File: src/rtl/ped_crossing_ctrl.sv
// Pedestrian crossing controller fed by the vehicle lamp FSM: latches requests, grants WALK on a fresh red,
// then a flashing clearance. Optional one-hot lamp check enabled by macro PED_LAMP_CHECK_EN.
module ped_crossing_ctrl #(
  parameter int unsigned WALK_TIME  = 30,
  parameter int unsigned FLASH_TIME = 16,
  parameter int unsigned FLASH_HALF = 4,
  parameter int unsigned CNT_W      = 8
) (
  input  logic             clk,
  input  logic             reset,
  input  logic             red,
  input  logic             yellow,
  input  logic             green,
  input  logic             ped_btn,
  output logic             walk,
  output logic             dont_walk,
  output logic             req_pending,
  output logic [CNT_W-1:0] walk_remaining,
  output logic             lamp_fault
);

  localparam int unsigned FH_W = (FLASH_HALF > 1) ? $clog2(FLASH_HALF) : 1;
  localparam logic [CNT_W-1:0] TOTAL       = CNT_W'(WALK_TIME + FLASH_TIME);
  localparam logic [CNT_W-1:0] FLASH_START = CNT_W'(FLASH_TIME + 1);
  localparam logic [FH_W-1:0]  FH_LAST     = FH_W'(FLASH_HALF - 1);

  typedef enum logic [1:0] {
    IDLE  = 2'd0,
    WALK  = 2'd1,
    FLASH = 2'd2
  } state_t;

  state_t           state;
  state_t           state_nxt;
  logic             red_d;
  logic             red_edge;
  logic             fault_nxt;
  logic [FH_W-1:0]  flash_cnt;
  logic [FH_W-1:0]  flash_cnt_nxt;
  logic             walk_nxt;
  logic             dont_walk_nxt;
  logic             req_nxt;
  logic [CNT_W-1:0] rem_nxt;

  assign red_edge = red & ~red_d;

`ifdef PED_LAMP_CHECK_EN
  // Sticky fault whenever the vehicle lamps are not exactly one-hot
  logic lamp_bad;
  assign lamp_bad  = ({red, yellow, green} != 3'b100) &&
                     ({red, yellow, green} != 3'b010) &&
                     ({red, yellow, green} != 3'b001);
  assign fault_nxt = lamp_fault | lamp_bad;

  always_ff @(posedge clk) begin
    if (reset) lamp_fault <= 1'b0;
    else       lamp_fault <= fault_nxt;
  end
`else
  logic unused_lamps;
  assign unused_lamps = ^{yellow, green};
  assign fault_nxt    = 1'b0;
  assign lamp_fault   = 1'b0;
`endif

  always_ff @(posedge clk) begin
    if (reset) state <= IDLE;
    else       state <= state_nxt;
  end

  // walk_remaining doubles as the phase timer for both WALK and FLASH
  always_comb begin
    state_nxt = state;
    if (fault_nxt) begin
      state_nxt = IDLE;
    end else begin
      unique case (state)
        IDLE:  if (red_edge && (req_pending || ped_btn)) state_nxt = WALK;
        WALK: begin
          if (!red)                              state_nxt = IDLE;
          else if (walk_remaining == FLASH_START) state_nxt = FLASH;
        end
        FLASH: begin
          if (!red || walk_remaining == CNT_W'(1)) state_nxt = IDLE;
        end
        default: state_nxt = IDLE;
      endcase
    end
  end

  // Next values of the registered outputs, derived from the upcoming state
  always_comb begin
    walk_nxt      = 1'b0;
    dont_walk_nxt = 1'b1;
    rem_nxt       = '0;
    flash_cnt_nxt = '0;
    req_nxt       = req_pending;
    if (ped_btn && state != WALK) req_nxt = 1'b1;
    unique case (state_nxt)
      WALK: begin
        walk_nxt      = 1'b1;
        dont_walk_nxt = 1'b0;
        if (state == WALK) begin
          rem_nxt = walk_remaining - CNT_W'(1);
        end else begin
          rem_nxt = TOTAL;
          req_nxt = 1'b0;
        end
      end
      FLASH: begin
        rem_nxt = walk_remaining - CNT_W'(1);
        if (state == FLASH) begin
          if (flash_cnt == FH_LAST) begin
            flash_cnt_nxt = '0;
            dont_walk_nxt = ~dont_walk;
          end else begin
            flash_cnt_nxt = flash_cnt + FH_W'(1);
            dont_walk_nxt = dont_walk;
          end
        end
      end
      default: ;
    endcase
    if (fault_nxt) req_nxt = 1'b0;
  end

  always_ff @(posedge clk) begin
    if (reset) begin
      walk           <= 1'b0;
      dont_walk      <= 1'b1;
      req_pending    <= 1'b0;
      walk_remaining <= '0;
      flash_cnt      <= '0;
      red_d          <= 1'b1;
    end else begin
      walk           <= walk_nxt;
      dont_walk      <= dont_walk_nxt;
      req_pending    <= req_nxt;
      walk_remaining <= rem_nxt;
      flash_cnt      <= flash_cnt_nxt;
      red_d          <= red;
    end
  end

endmodule
File: config.mk
export PLATFORM = sky130hd
export DESIGN_NAME = ped_crossing_ctrl
export DESIGN_NICKNAME = d
export VERILOG_FILES = /design/src/rtl/ped_crossing_ctrl.sv
export SDC_FILE = /design/constraint.sdc
export NUM_CORES = 1
export LEC_CHECK = 0
export ABC_AREA = 1
export CAP_MARGIN = 10
export CORE_UTILIZATION = 25
export CTS_CLUSTER_SIZE = 28
export DETAILED_ROUTE_END_ITERATION = 12
export PLACE_DENSITY = 0.5
export SYNTH_ARGS = -nofsm -noshare
export SYNTH_HDL_FRONTEND = slang
export SYNTH_SLANG_ARGS = --single-unit
File: constraint.sdc
create_clock -name clk -period 2.2 [get_ports clk]
set_input_delay 0.44 -clock clk [delete_from_list [all_inputs] [get_ports clk]]
set_output_delay 0.44 -clock clk [all_outputs]
set_load 0.01 [all_outputs]
==> results.cfg <==
[run_status]
status = finished, final reports clean

[yosys]
synth_cells = 114
syn_area_um2 = 812
synth_fp_nets = 125
synth_cell_types = 23
synth_warnings = 0
ys_seq_area_share_pct = 39.4
synth_edf_count = 0
synth-seq-cells = 16
yosys_most_used_dff = dfxtp_1
ys_async_sr_fraction_pct = 0
postSynthAreaPerCell_um2 = 7.12

[critical_path]
cp_max_fo = 3
critPathBufInv = 4
crit_path_max_incr_delay_ns = 0.37
slowest_stage = dfxtp_1
crit_chain = inv_1 -> ha_1 -> nand3_1 -> inv_1 -> nand2_1 -> nand2_1 -> nand2_1 -> inv_1 -> ha_1 -> nor2_2 -> o21ai_2 -> a21oi_2 -> inv_2 -> nor2_1
crit_required_ns = 2.45
endpoint_kind = register
crit_arrival_ns = 2.16
critPathKind = reg -> reg
crit_family = simple AND/OR/NAND/NOR gates
worstSetupStartpointType = register

[clock_network]
cts_sinks = 16
cts_buffer_depth = 2
cts_tree = yes
clk_pin_slew_ns = 0.10
cts_made_buffers = 3
post_cts_buffers = 0
hold_buffers = 0
post_cts_resize_count = 0
cts_max_level = 1
worst_skew_pair.late_latency_ns = 0.30
root_buffer = clkbuf_4

[final_layout]
syn2layout_area_growth_pct = 29.4
fill_cells = 358
nNetsFinal = 145
diodes = 0
drive_above_1_share_pct = 15.0

[route]
dr.pass1.iters = 4
viasPerCell = 4.13
routedWlPerCell_um = 9.05
ant_nets = 0
dr_total_vias = 731
drc_errors = 0
drt_iter0_drc = 22
wirelength_um = 1600

[sta]
hold_ws_ns = 0.436
finalSetupViolations = 0
rsz0062_at_grt = false
fin_crit_ns = 1.91
finalWorstSetupSlack_ns = 0.287
skew_ns = 0.0130
min_period_over_period_pct = 86.9
drv_slew = 0
fmax_ghz = 0.523
hold_viol = 0

[die]
rows = 20
fp.dieH_um = 59.0
core_area_mm2 = 0.00308
start_util_pct = 26.4
io_pins = 18
dieArea_mm2 = 0.00348
die_w_um = 59.0

[grt]
grt_use_total_pct = 9.99
grt_pass1_vias = 612
grt_max_degree = 10
grt_overflow = 0
grt_pass1_wl_um = 2540
antenna_found_initial = 0

[place]
gp_congestion = 0.734
io_buffers = 14
preCtsSetupSlack_ns = -0.0106
hpwl_um = 1280

[power_and_ir_drop]
power_density_mw_per_mm2 = 507
seqPwrFrac_pct = 55.8
p_comb_share_pct = 6.8
peakVddDrop_uv = 234
p_sw_uw = 121
swShare_pct = 22.7
power_frac_clock_pct = 37.4
p_int_uw = 412
power.leakage_nw = 0.471

[flow_run]
max_cap_viol_count = 0

[min_path]
min_path_type = reg -> reg
-- cells by family (layout without fill, tap and decap cells) --
family / Yosys count / count (layout) / synth area share, %
other: 1 / 1 / 0.462
and+or+nand+nor: 55 / 55 / 30.8
xor gates and xnor gates: 1 / 1 / 1.08
adders and majority gates: 5 / 5 / 7.70
DFF: 16 / 16 / 39.4
AOI/OAI and AO/OA: 13 / 13 / 9.40
buffers and inverters: 23 / 42 / 11.1
-- power groups by stage --
stage	registers (mW)	logic [mW]	clock network [mW]
CTS	0.297	0.0365	0.211
floorplan	0.305	0.0187	0
finish	0.297	0.0363	0.199
global route	0.298	0.0404	0.221
global placement	0.304	0.0360	0
detailed placement	0.304	0.0364	0
-- cells in the final DEF (no fill, tap or decap), types with 2 or more instances in the layout --
cell type | netlist | layout
nand2_1 | 22 | 22
inv_1 | 18 | 18
dfxtp_1 | 16 | 16
clkdlybuf4s50_1 | 0 | 14
nor2_1 | 13 | 13
nand3_1 | 7 | 7
nor2_2 | 5 | 5
ha_1 | 5 | 5
inv_2 | 4 | 4
a21oi_1 | 4 | 4
nor3_1 | 3 | 3
o21ai_1 | 3 | 3
clkbuf_4 | 0 | 3
o21ai_0 | 2 | 2
nand4_1 | 2 | 2
buf_4 | 1 | 2
-- cells in the mapped netlist (2+ instances only) --
| library cell | number | share of area, % |
|---|---|---|
| a21oi_1 | 4 | 2.5 |
| dfxtp_1 | 16 | 39 |
| ha_1 | 5 | 7.7 |
| inv_1 | 18 | 8.3 |
| inv_2 | 4 | 1.8 |
| nand2_1 | 22 | 10 |
| nand3_1 | 7 | 4.3 |
| nand4_1 | 2 | 1.5 |
| nor2_1 | 13 | 6.0 |
| nor2_2 | 5 | 3.9 |
| nor3_1 | 3 | 1.8 |
| o21ai_0 | 2 | 1.2 |
| o21ai_1 | 3 | 1.8 |
-- registers in the layout, summed over array words and instances, names as in the netlist --
signal and count:
state 2, walk_remaining 8, flash_cnt 2, dont_walk 1, walk 1, red_d 1, req_pending 1
-- worst register-to-register path, cell delays in order (launching register included) --
cell and delay [ns]:
dfxtp_1 0.37, inv_1 0.08, ha_1 0.17, nand3_1 0.11
inv_1 0.06, nand2_1 0.05, nand2_1 0.06, nand2_1 0.09
inv_1 0.05, ha_1 0.29, nor2_2 0.12, o21ai_2 0.09
a21oi_2 0.14, inv_2 0.07, nor2_1 0.09
-- cell type report --
cell class / count / area [um^2] / share of cell area (%)
multi-input cells: 75 / 402 / 38.2
flip-flops and latches: 16 / 320 / 30.5
repair buffers: 16 / 155 / 14.8
inverters: 22 / 82.6 / 7.86
well taps: 44 / 55.1 / 5.24
clock buffers: 4 / 36.3 / 3.45
-- per-layer routing --
metal / up-vias / global-route usage (%) / routed length, um / share of wire (%)
met3: 2 / 4.80 / 92 / 5.7
met1: 322 / 11.9 / 776 / 48
met5: - / 0 / 0 / 0
li1: 389 / - / - / -
met4: 0 / 2.04 / 10 / 0.62
met2: 18 / 16.4 / 721 / 45
-- worst paths after layout --
kind,start,endpoint,slack (ns),depth (start not counted)
min,flash_cnt[0],flash_cnt[0],0.44,1
max reg2reg,walk_remaining[1],walk_remaining[6],0.29,14
max,walk_remaining[1],walk_remaining[6],0.29,14
min reg2reg,flash_cnt[0],flash_cnt[0],0.44,1
-- stage by stage --
| stage | instance area, um^2 | power (mW) | cells | setup TNS [ns] | util [%] |
|---|---|---|---|---|---|
| 2_1_floorplan | 812 | 0.324 | 114 | 0 | - |
| 3_3_place_gp | 1010 | 0.340 | 173 | 0 | 33.0 |
| 3_5_place_dp | 1010 | 0.340 | 173 | -0.0233 | 33.0 |
| 4_1_cts | 1050 | 0.545 | 177 | 0 | 34.1 |
| 5_1_grt | 1050 | 0.559 | 177 | 0 | 34.1 |
| 6_report | 1050 | 0.533 | 177 | 0 | 34.1 |
Note: power is estimated with default switching activity, not from simulation.
